## src/rtl/ll_pkg.sv

```systemverilog
// Shared constants and types for the linked-list dequeue scheduler.
package ll_pkg;

    localparam int NUM_QUEUES_DEF = 4;
    localparam int LL_DEPTH_DEF   = 64;
    localparam int DATA_WIDTH_DEF = 6;
    localparam int READ_DELAY_DEF = 3;
    localparam int OUT_DEPTH_DEF  = 4;

    localparam int QID_W = $clog2(NUM_QUEUES_DEF);
    localparam int CNT_W = $clog2(LL_DEPTH_DEF + 1);

    // Output FIFO entry: payload tagged with its source queue.
    typedef struct packed {
        logic [QID_W-1:0]          qid;
        logic [DATA_WIDTH_DEF-1:0] data;
    } ll_entry_t;

endpackage

```

## src/rtl/rr_arbiter.sv

```systemverilog
// Round-robin arbiter: the search starts one past the last granted id.
module rr_arbiter #(
    parameter int N = 4,
    parameter int W = 2
) (
    input  logic         clk,
    input  logic         reset,
    input  logic [N-1:0] req,
    input  logic         en,
    output logic [W-1:0] gnt_id,
    output logic         gnt_vld
);

    logic [W-1:0] ptr;
    logic         found;
    int unsigned  idx;

    always_comb begin
        gnt_id = '0;
        found  = 1'b0;
        idx    = 0;
        for (int unsigned i = 0; i < N; i++) begin
            idx = 32'(ptr) + i;
            if (idx >= N) idx = idx - N;
            if (!found && req[W'(idx)]) begin
                found  = 1'b1;
                gnt_id = W'(idx);
            end
        end
        gnt_vld = found & en;
    end

    // ptr holds the next search start, i.e. last granted id + 1.
    always_ff @(posedge clk or negedge reset) begin
        if (!reset) begin
            ptr <= '0;
        end else if (gnt_vld) begin
            ptr <= (gnt_id == W'(N - 1)) ? '0 : gnt_id + 1'b1;
        end
    end

endmodule

```

## src/rtl/ll_deq_scheduler.sv

```systemverilog
// Enqueue gate, per-queue occupancy, round-robin dequeue issue and a
// credit-protected output skid FIFO fed by the linked-list read pipeline.
module ll_deq_scheduler
    import ll_pkg::*;
#(
    parameter int NUM_QUEUES = NUM_QUEUES_DEF,
    parameter int LL_DEPTH   = LL_DEPTH_DEF,
    parameter int DATA_WIDTH = DATA_WIDTH_DEF,
    parameter int READ_DELAY = READ_DELAY_DEF,
    parameter int OUT_DEPTH  = OUT_DEPTH_DEF,
    localparam int QW = $clog2(NUM_QUEUES),
    localparam int CW = $clog2(LL_DEPTH + 1)
) (
    input  logic                           clk,
    input  logic                           reset,
    input  logic                           init_done,
    input  logic                           in_vld,
    output logic                           in_rdy,
    input  logic [QW-1:0]                  in_id,
    input  logic [DATA_WIDTH-1:0]          in_data,
    output logic                           enq_vld_out,
    output logic [QW-1:0]                  enq_id_out,
    output logic [DATA_WIDTH-1:0]          enq_data_out,
    output logic                           deq_vld_out,
    output logic [QW-1:0]                  deq_id_out,
    input  logic [DATA_WIDTH-1:0]          deq_data_in,
    input  logic [NUM_QUEUES-1:0]          queue_en,
    output logic                           out_vld,
    input  logic                           out_rdy,
    output logic [QW-1:0]                  out_id,
    output logic [DATA_WIDTH-1:0]          out_data,
    output logic [NUM_QUEUES-1:0][CW-1:0]  queue_cnt
);

    localparam int PW = (OUT_DEPTH > 1) ? $clog2(OUT_DEPTH) : 1;
    localparam int FW = $clog2(OUT_DEPTH + 1);
    localparam int IW = $clog2(READ_DELAY + 1);
    localparam logic [CW-1:0] LL_FULL = CW'(LL_DEPTH);

    typedef struct packed {
        logic [QW-1:0]         qid;
        logic [DATA_WIDTH-1:0] data;
    } entry_t;

    logic [CW-1:0]         total_cnt;
    logic [NUM_QUEUES-1:0] eligible, cnt_inc, cnt_dec;
    logic                  credit_ok, issue_en;
    logic [IW-1:0]         inflight;
    logic [FW-1:0]         fifo_cnt;
    logic [PW-1:0]         wr_ptr, rd_ptr;
    logic                  push, pop;
    entry_t                mem [OUT_DEPTH];

    logic [READ_DELAY-1:0]         sr_vld;
    logic [READ_DELAY-1:0][QW-1:0] sr_id;
    logic [READ_DELAY:0]           vld_chain;
    logic [READ_DELAY:0][QW-1:0]   id_chain;

    assign in_rdy       = reset & init_done & (total_cnt < LL_FULL);
    assign enq_vld_out  = in_vld & in_rdy;
    assign enq_id_out   = in_id;
    assign enq_data_out = in_data;

    always_comb begin
        eligible = '0;
        cnt_inc  = '0;
        cnt_dec  = '0;
        for (int unsigned q = 0; q < NUM_QUEUES; q++) begin
            eligible[q] = init_done & queue_en[q] & (queue_cnt[q] != '0);
            cnt_inc[q]  = enq_vld_out & (in_id == QW'(q));
            cnt_dec[q]  = deq_vld_out & (deq_id_out == QW'(q));
        end
    end

    // Reads already in flight hold FIFO slots so a stalled output never overflows.
    assign inflight  = IW'($countones(sr_vld));
    assign credit_ok = (32'(fifo_cnt) + 32'(inflight)) < 32'(OUT_DEPTH);
    assign issue_en  = init_done & credit_ok;

    rr_arbiter #(.N(NUM_QUEUES), .W(QW)) u_arb (
        .clk     (clk),
        .reset   (reset),
        .req     (eligible),
        .en      (issue_en),
        .gnt_id  (deq_id_out),
        .gnt_vld (deq_vld_out)
    );

    always_ff @(posedge clk or negedge reset) begin
        if (!reset) begin
            queue_cnt <= '0;
            total_cnt <= '0;
        end else begin
            for (int unsigned q = 0; q < NUM_QUEUES; q++) begin
                if (cnt_inc[q] && !cnt_dec[q])      queue_cnt[q] <= queue_cnt[q] + 1'b1;
                else if (!cnt_inc[q] && cnt_dec[q]) queue_cnt[q] <= queue_cnt[q] - 1'b1;
            end
            if (enq_vld_out && !deq_vld_out)      total_cnt <= total_cnt + 1'b1;
            else if (!enq_vld_out && deq_vld_out) total_cnt <= total_cnt - 1'b1;
        end
    end

    // Prepending the issue signal lets the same slice work for READ_DELAY == 1.
    assign vld_chain = {sr_vld, deq_vld_out};
    assign id_chain  = {sr_id, deq_id_out};

    always_ff @(posedge clk or negedge reset) begin
        if (!reset) begin
            sr_vld <= '0;
            sr_id  <= '0;
        end else begin
            sr_vld <= vld_chain[READ_DELAY-1:0];
            sr_id  <= id_chain[READ_DELAY-1:0];
        end
    end

    assign push = sr_vld[READ_DELAY-1];
    assign pop  = out_vld & out_rdy;

    always_ff @(posedge clk) begin
        if (push) mem[wr_ptr] <= '{qid: sr_id[READ_DELAY-1], data: deq_data_in};
    end

    always_ff @(posedge clk or negedge reset) begin
        if (!reset) begin
            wr_ptr   <= '0;
            rd_ptr   <= '0;
            fifo_cnt <= '0;
        end else begin
            if (push) wr_ptr <= (wr_ptr == PW'(OUT_DEPTH - 1)) ? '0 : wr_ptr + 1'b1;
            if (pop)  rd_ptr <= (rd_ptr == PW'(OUT_DEPTH - 1)) ? '0 : rd_ptr + 1'b1;
            if (push && !pop)      fifo_cnt <= fifo_cnt + 1'b1;
            else if (!push && pop) fifo_cnt <= fifo_cnt - 1'b1;
        end
    end

    assign out_vld  = (fifo_cnt != '0);
    assign out_id   = mem[rd_ptr].qid;
    assign out_data = mem[rd_ptr].data;

endmodule
```

## config.mk

```make
export PLATFORM = sky130hd
export DESIGN_NAME = ll_deq_scheduler
export DESIGN_NICKNAME = d
export VERILOG_FILES = /design/src/rtl/ll_pkg.sv /design/src/rtl/rr_arbiter.sv /design/src/rtl/ll_deq_scheduler.sv
export SDC_FILE = /design/constraint.sdc
export NUM_CORES = 1
export LEC_CHECK = 0
export ABC_AREA = 1
export CAP_MARGIN = 20
export CORE_AREA = 2 2 108 110
export CTS_CLUSTER_SIZE = 24
export DETAILED_ROUTE_END_ITERATION = 8
export DIE_AREA = 0 0 110 112
export PLACE_DENSITY = 0.68
export SYNTH_ARGS = -nofsm -noshare
export SYNTH_HDL_FRONTEND = slang
export SYNTH_SLANG_ARGS = --single-unit
```

## constraint.sdc

```tcl
create_clock -name clk -period 9 [get_ports clk]
set_input_delay 1.35 -clock clk [delete_from_list [all_inputs] [get_ports clk]]
set_output_delay 1.35 -clock clk [all_outputs]
set_load 0.02 [all_outputs]
```

==> impl_metrics.ini, run 1 <==
[run_status]
status = completed

[floorplan]
dieArea_um2 = 12300
rows = 39
die_width_um = 110
die_h_um = 112
core_area_um2 = 11200
pin_count = 73
start_util = 0.439

[yosys]
syn_area_um2 = 4910
synth_warnings = 0
synthTopCellsByCount = nand2_1, inv_1, dfrtp_1, ha_1, o21ai_0
synth_mux_area_frac = 0
synth_edf_count = 32
synth.top_cell.area_share = 0.270
syn_nets = 599
synth_top_family_by_area = simple AND/OR/NAND/NOR gates
ys_seq_area_frac = 0.466
synth_seq_cells = 85
yosysMostFrequentCell = nand2_1
yosys.area.top_type = dfrtp_1
synth_compound_area_frac = 0.102
synth_flop_cell = dfrtp_1
syn-instance-count = 528
yosys-top-cells-area = dfrtp_1, edfxtp_1, ha_1
synthAdderAreaFrac = 0.133
syn_avg_cell_area_um2 = 9.30
synth-async-reset-ratio = 0.624
synth-simple-area-share = 0.193
synth-xor-area-share = 0.0288
synth_cell_type_count = 35

[setup_path]
setup.worst_path.end_class = output pin
r2r_start = sr_vld[2]
r2r_setup_slack_ns = 5.25
cp_slowest_cell = clkdlybuf4s50_1
cp_slowest_stage_delay_ns = 0.64
cp_num_buf_inv = 4
cpLargestDelayFamily = buffers and inverters
cpMostUsedCell = nand2_1
setup.worst_path.start_class = input pin
path_cells = clkdlybuf4s50_1 -> nand2_1 -> inv_1 -> nand3_2 -> nand2_1 -> nand2_1 -> nand2_1 -> nand2_2 -> nand3_1 -> nand3_1 -> inv_1 -> clkdlybuf4s50_1
cp_max_fo = 6
crit_type = input pin to output pin
ff2ff_path_depth = 21
cp.arrival_ns = 3.58
r2r-end = queue_cnt[20]
crit_required_ns = 7.65

[worst_hold_path]
worstHoldStart = id_chain[5]
holdCritPathClass = flop to flop
min_to = id_chain[7]
hold-path-cell-count = 0

[timing]
slew_headroom = 0.525
maxSlewViolCount = 0
setup_viol = 0
fin_skew_ns = 0.0112
fin_crit_ns = 4.93
finalSetupTns_ns = 0
fmaxAchievable_mhz = 203
setup_ws_ns = 4.07
hold_violations = 0
rsz0062_at_grt = false
tightest_slew_ns = 0.713
min_period_over_period = 0.547

[place]
port_buffers = 60
place_area_um2 = 5570
pre_cts_ws_ns = 4.09
dp_hpwl_mm = 7.10
gp_congestion = 0.825

[grt]
grt_pass1_wl_mm = 17.1
grt_max_degree = 55
antenna_found_initial = 0
grt_pass1_vias = 3803
track_usage = 0.176
gr-total-overflow = 0

[cts]
clock_sinks = 85
cts_setup_buffers = 0
cts-buffers-inserted = 9
hold_buffers = 0
ctsLongestPathBuffers = 2
cts_tree = built
root_buffer = clkbuf_16
htreeDepth = 3
clkTransAtPathRegs_ns = 0.06
cts_resized = 0
clk_latency_ns = 0.34

[job]
maxCapViolCount = 0

[finish]
drive_gt1_frac = 0.0867
insertedDiodeCount = 0
final_util = 0.526
fin_nets = 654
postLayoutCellArea_um2 = 5880
area_growth_pct = 19.7
fill_cells = 1036

[detailed_routing]
num_vias = 3681
drtAntennaViolNets = 0
drc = 0
detail_route.vias_per_cell = 5.04
dr.pass1.iters = 4
post_drt_wl_per_cell_um = 13.5
routed_wl_mm = 9.87
initialDrtViolationCount = 166

[power]
power.leakage_nw = 2.63
power.density_nw_per_um2 = 389
ir_worst_vdd_v = 0.000207
power_mw = 2.29
## layer usage
metal | up-vias | GRT usage | share of wire
li1 | 1865 | - | -
met1 | 1726 | 0.215 | 0.45
met2 | 78 | 0.298 | 0.48
met3 | 12 | 0.0410 | 0.053
met4 | 0 | 0.0675 | 0.016
met5 | - | 0 | 0
## report_power, final
part / switching (mW) / total (mW) / internal [mW]
combinational: 0.691 / 1.21 / 0.514
clock: 0.153 / 0.378 / 0.224
sequential: 0.154 / 0.703 / 0.548
## stage by stage
stage | hold slack [ns] | instances
floorplan | 0.331 | 528
global placement | 0.332 | 715
detailed placement | 0.335 | 715
CTS | 0.352 | 731
global route | 0.366 | 731
finish | 0.350 | 731
## cell families (layout without fill, tap and decap cells)
family / count (synthesis) / after routing
XOR/XNOR: 14 / 14
flip-flops: 85 / 85
adder cells (fa/ha/maj): 48 / 48
AO/OA/AOI/OAI: 91 / 91
AND/OR/NAND/NOR: 205 / 205
buffers and inverters: 85 / 145
## state kept, by name, indices dropped and copies added (netlist names)
| signal | count |
|---|---|
| mem | 32 |
| queue_cnt | 28 |
| total_cnt | 7 |
| id_chain | 6 |
| fifo_cnt | 3 |
| sr_vld | 3 |
| rd_ptr | 2 |
| u_arb.ptr | 2 |
| wr_ptr | 2 |
## placed cells by master (no fill, tap or decap), types with 2 or more instances in the layout
cell             synthesis  layout
inv_2                    9       9
edfxtp_1                32      32
fa_1                     7       7
nor3_1                   6       6
nand2_2                  6       6
dfrtp_1                 53      53
nor2_1                  37      37
nand3_2                  6       6
nand3_1                 32      32
clkbuf_1                 5       2
nand2_4                  3       3
or2_1                    4       4
ha_1                    41      41
o21ai_4                  2       2
a31oi_1                  4       4
nand2_1                105     105
clkdlybuf4s50_1          0      59
a21oi_1                 27      27
clkbuf_16                0       9
o22ai_1                 13      13
xor2_1                   7       7
o21ai_0                 39      39
o21ai_1                  5       5
xnor2_1                  6       6
inv_1                   57      57
## final cells by class
type	count	area (um^2)	share of cell area
tap	143	179	0.0305
timing repair buffer	61	603	0.103
multi-input combinational	358	2250	0.382
inverter	68	259	0.0441
clock buffer	12	246	0.0420
clock inverter	4	55.1	0.00937
sequential	85	2290	0.389
## worst max path at each step
stage,end,cells after the start,start,slack [ns]
6_report,deq_id_out[0],12,init_done,4.07
2_1_floorplan,queue_cnt[6],21,queue_en[3],5.10
5_1_grt,deq_id_out[0],12,init_done,3.86
3_5_place_dp,deq_id_out[0],12,init_done,4.09
4_1_cts,deq_id_out[0],12,init_done,4.08
3_3_place_gp,deq_id_out[0],12,init_done,4.14
Note: power is estimated with default switching activity, not from simulation.
==> run 2: changes to the inputs <==
==> constraint.sdc (replaced) <==
create_clock -name clk -period 4.59 [get_ports clk]
set_input_delay 0.6885 -clock clk [delete_from_list [all_inputs] [get_ports clk]]
set_output_delay 0.6885 -clock clk [all_outputs]
set_load 0.02 [all_outputs]
==> run 2 against run 1 <==
  * Via count shrank 1.0%
  * Die area is the same
  * Setup slack lost 3.4 ns
  * Combinational power grew 97%
  * Critical path depth grew 13
  * First-iteration DRC count grew 23%
  * Sequential cell count is the same
  * Register-to-register slack lost 4.4 ns
  * Clock skew grew 0.0031 ns
  * Critical path type is now input pin to flop
  * Largest power group unchanged
  * Utilization grew 0.090 points
==> impl_metrics.ini, run 2 (same netlist as run 1, synthesis figures left out) <==
[timing]
fin_crit_ns = 3.96
finalSetupTns_ns = 0
maxSlewViolCount = 0
fmaxAchievable_mhz = 253
slew_headroom = 0.540
tightest_slew_ns = 0.690
fin_skew_ns = 0.0143
rsz0062_at_grt = false
setup_viol = 0
hold_violations = 0
min_period_over_period = 0.863

[cts]
ctsLongestPathBuffers = 2
cts_setup_buffers = 0
hold_buffers = 0
clk_latency_ns = 0.34
clock_sinks = 85
cts_resized = 0
cts-buffers-inserted = 9
root_buffer = clkbuf_16
htreeDepth = 3
cts_tree = built
clkTransAtPathRegs_ns = 0.07

[detailed_routing]
drtAntennaViolNets = 0
num_vias = 3643
initialDrtViolationCount = 205
routed_wl_mm = 9.90
detail_route.vias_per_cell = 4.98
post_drt_wl_per_cell_um = 13.5
dr.pass1.iters = 5
drc = 0

[floorplan]
core_area_um2 = 11200
die_width_um = 110
dieArea_um2 = 12300
start_util = 0.439
die_h_um = 112
rows = 39
pin_count = 73

[setup_path]
crit_end = queue_cnt[13]
crit_path_start = init_done
setup.worst_path.start_class = input pin
cp_slowest_cell = clkdlybuf4s50_1
cp_slowest_stage_delay_ns = 0.60
crit_required_ns = 4.85
cpMostUsedCell = nand2_1
cp.arrival_ns = 4.22
r2r_start = sr_vld[2]
ff2ff_path_depth = 21
r2r-end = queue_cnt[13]
setup.worst_path.end_class = flop
r2r_setup_slack_ns = 0.87
cp_max_fo = 6
crit_type = input pin to flop

[power]
power.leakage_nw = 2.63
p_sw_mw = 2.02
ir_worst_vdd_v = 0.000370
power.density_nw_per_um2 = 764
p_comb_frac = 0.529
p_seq_frac = 0.307
pwr-share-clk = 0.165
p_sw_frac = 0.449
internal-power_mw = 2.48

[finish]
area_growth_pct = 19.9
top_regs = mem x32, queue_cnt x28, total_cnt x7
largest_reg_flops = 32
final_cells = 731
insertedDiodeCount = 0
final_cell_mix = nand2_1, clkdlybuf4s50_1, inv_1
final_common_cell = nand2_1
drive_gt1_frac = 0.0901
regMostFlops = mem
fin_nets = 654

[grt]
gr-total-overflow = 0
grt_pass1_wl_mm = 16.8
track_usage = 0.173
grt_max_degree = 54
grt_pass1_vias = 3743
antenna_found_initial = 0

[worst_hold_path]
holdCritPathClass = flop to flop

[job]
maxCapViolCount = 0

[place]
dp_hpwl_mm = 7.19
dp.cells = 715
port_buffers = 60
gp_congestion = 0.869

[run_status]
status = completed
run 2: area by class of cell:
type | count | area [um^2]
inverters | 68 | 259
clock inverters | 7 | 86.3
well taps | 143 | 179
repair buffers | 61 | 603
clock buffers | 9 | 225
multi-input cells | 358 | 2250
fillers | 978 | 5290
flip-flops and latches | 85 | 2290
run 2: worst min-delay path by stage:
stage	from	end	slack, ns	depth (start not counted)
detailed placement	id_chain[3]	id_chain[5]	0.34	0
CTS	id_chain[3]	id_chain[5]	0.36	0
finish	id_chain[3]	id_chain[5]	0.35	0
floorplan	id_chain[2]	id_chain[4]	0.33	0
global route	id_chain[3]	id_chain[5]	0.37	0
global placement	id_chain[4]	id_chain[6]	0.33	0
run 2: metrics by stage:
stage               total power, mW  instance area (um^2)  setup WS [ns]  hold slack, ns   util
global placement               3.68                  5570          0.444           0.332  0.499
global route                   4.90                  5890          0.198           0.370  0.527
floorplan                      3.02                  4910           1.17           0.331      -
finish                         4.49                  5890          0.630           0.353  0.527
CTS                            4.53                  5890          0.658           0.356  0.527
detailed placement             3.76                  5570          0.304           0.341  0.499
run 2: layer usage:
metal  part of all wire  track usage  up-vias
met5                  0            0        -
met4             0.0082       0.0506        0
met3              0.058       0.0486        8
met2               0.48        0.284       87
met1               0.46        0.221     1688
li1                   -            -     1860
run 2: power groups by stage:
| stage | Clock, mW | Combinational, mW | Sequential (mW) |
|---|---|---|---|
| 2_1_floorplan | 0 | 1.59 | 1.43 |
| 3_3_place_gp | 0 | 2.29 | 1.39 |
| 3_5_place_dp | 0 | 2.37 | 1.39 |
| 4_1_cts | 0.757 | 2.39 | 1.38 |
| 5_1_grt | 0.786 | 2.69 | 1.42 |
| 6_report | 0.740 | 2.38 | 1.38 |
run 2: critical path, delay by kind of cell:
family | cells | cell delay [ns]
XOR/XNOR | 1 | 0.15
buffers and inverters | 4 | 0.93
AND/OR/NAND/NOR | 14 | 1.19
AO/OA/AOI/OAI | 3 | 0.43
adder cells (fa/ha/maj) | 3 | 0.83
==> run 3: changes to the inputs <==
--- a/config.mk
+++ b/config.mk
@@ -12,6 +12,7 @@
 export DETAILED_ROUTE_END_ITERATION = 8
 export DIE_AREA = 0 0 110 112
 export PLACE_DENSITY = 0.68
+export SETUP_SLACK_MARGIN = 0.5
 export SYNTH_ARGS = -nofsm -noshare
 export SYNTH_HDL_FRONTEND = slang
 export SYNTH_SLANG_ARGS = --single-unit
==> run 3 against run 2 <==
  * Critical path depth stayed put
  * Die area stayed put
  * Utilization is 0.19 points higher
  * Via count is 0.36% higher
  * Wire length hardly changed
  * Sequential cell count stayed put
  * Setup slack better by 0.23 ns
  * Critical path type unchanged
  * Critical endpoint is now queue_cnt[27]
  * Largest cell class unchanged
  * Largest power group unchanged
  * Highest routed layer unchanged
==> impl_metrics.ini, run 3 (same netlist as run 1, synthesis figures left out) <==
[place]
gp_congestion = 0.869
port_buffers = 60
place_area_um2 = 5570
dp_hpwl_mm = 7.19

[cts]
cts-buffers-inserted = 9
cts_tree = built
clock_sinks = 85
clkTransAtPathRegs_ns = 0.07
clk_latency_ns = 0.34
htreeDepth = 3
ctsLongestPathBuffers = 2
root_buffer = clkbuf_16
hold_buffers = 0
cts_setup_buffers = 0

[power]
power.leakage_nw = 2.65
power_mw = 4.52
power.density_nw_per_um2 = 765
ir_worst_vdd_v = 0.000370

[grt]
track_usage = 0.173
antenna_found_initial = 0
grt_pass1_vias = 3743
grt_max_degree = 54
gr-total-overflow = 0
grt_pass1_wl_mm = 16.8

[setup_path]
cp_slowest_stage_delay_ns = 0.49
cp_slowest_cell = clkdlybuf4s50_1
setup.worst_path.start_class = input pin
crit_path_start = queue_en[1]
r2r-end = queue_cnt[27]
cp.arrival_ns = 3.99
crit_type = input pin to flop
cp_max_fo = 6
cpMostUsedCell = nand2_1
setup.worst_path.end_class = flop
ff2ff_path_depth = 21
r2r_start = sr_vld[2]
r2r_setup_slack_ns = 0.99
crit_required_ns = 4.85

[floorplan]
dieArea_um2 = 12300
core_area_um2 = 11200
die_width_um = 110
pin_count = 73
start_util = 0.439
die_h_um = 112
rows = 39

[worst_hold_path]
holdCritPathClass = flop to flop
worstHoldStart = id_chain[3]
min_to = id_chain[5]
hold-path-cell-count = 0

[finish]
postLayoutCellArea_um2 = 5910
insertedDiodeCount = 0
final_common_cell = nand2_1
drive_gt1_frac = 0.105
fin_nets = 654
regMostFlops = mem
fill_cells = 978
top_regs = mem x32, queue_cnt x28, total_cnt x7
final_cell_mix = nand2_1, clkdlybuf4s50_1, inv_1, dfrtp_1, ha_1
largest_reg_flops = 32
final_util = 0.529
area_growth_pct = 20.3

[timing]
min_period_over_period = 0.812
tightest_slew_ns = 0.686
finalSetupTns_ns = 0
rsz0062_at_grt = true
maxSlewViolCount = 0
setup_viol = 0
fmaxAchievable_mhz = 268
hold_violations = 0
fin_crit_ns = 3.73
slew_headroom = 0.543
whs_ns = 0.353
fin_skew_ns = 0.0145

[detailed_routing]
initialDrtViolationCount = 204
dr.pass1.iters = 4
drtAntennaViolNets = 0
post_drt_wl_per_cell_um = 13.5
detail_route.vias_per_cell = 5.00
routed_wl_mm = 9.90
num_vias = 3656
drc = 0

[run_status]
status = completed

[job]
maxCapViolCount = 0
run 3: changes by cell type in the layout (fill, tap and decap cells not counted):
cell	previous run	this run
a21oi_1	27	24
inv_1	57	53
clkdlybuf4s50_1	59	58
nand2_2	6	7
nand2_1	105	104
dlymetal6s2s_1	0	1
a21oi_2	0	3
nand3_2	6	7
nand3_1	32	31
inv_2	9	13
run 3: repair_timing:
action	4_1_cts	5_1_grt
endpoints found under the hold margin	0	0
resized for setup	0	10
setup endpoints to repair	0	7
run 3: worst max-delay path: cells and delay by family:
family                   cells  cell delay, ns
XOR/XNOR                     1            0.18
AND/OR/NAND/NOR             14            1.18
adder cells (fa/ha/maj)      3            0.82
AO/OA/AOI/OAI                3            0.36
buffers and inverters        4            0.77
run 3: worst max path at each step:
| stage | to | slack [ns] |
|---|---|---|
| after CTS | queue_cnt[13] | 0.66 |
| after global placement | queue_cnt[6] | 0.44 |
| after detailed placement | queue_cnt[13] | 0.30 |
| after floorplan | queue_cnt[27] | 1.17 |
| final | queue_cnt[27] | 0.86 |
| after global routing | queue_cnt[13] | 0.48 |
run 3: through the flow:
stage          setup WS (ns)  std cells
2_1_floorplan           1.17        528
3_3_place_gp           0.444        715
3_5_place_dp           0.304        715
4_1_cts                0.658        731
5_1_grt                0.478        731
6_report               0.861        731
run 3: report_power, final:
part	internal [mW]	total (mW)	switching, mW	leakage, nW
Combinational	1.02	2.39	1.38	1.56
Clock	0.391	0.742	0.351	0.151
Sequential	1.07	1.38	0.305	0.934
run 3: cell type report:
type                       instances  area [um^2]  area share
sequential                        85         2290       0.387
multi-input combinational        358         2260       0.383
timing repair buffer              61          606       0.103
inverter                          68          259      0.0438
clock buffer                       9          225      0.0381
tap                              143          179      0.0303
clock inverter                     7         86.3      0.0146
run 3: layer usage:
layer	track usage	share of wire	vias to the layer above
li1	-	-	1856
met1	0.221	0.46	1710
met2	0.284	0.48	83
met3	0.0486	0.057	7
met4	0.0506	0.0080	0
met5	0	0	-
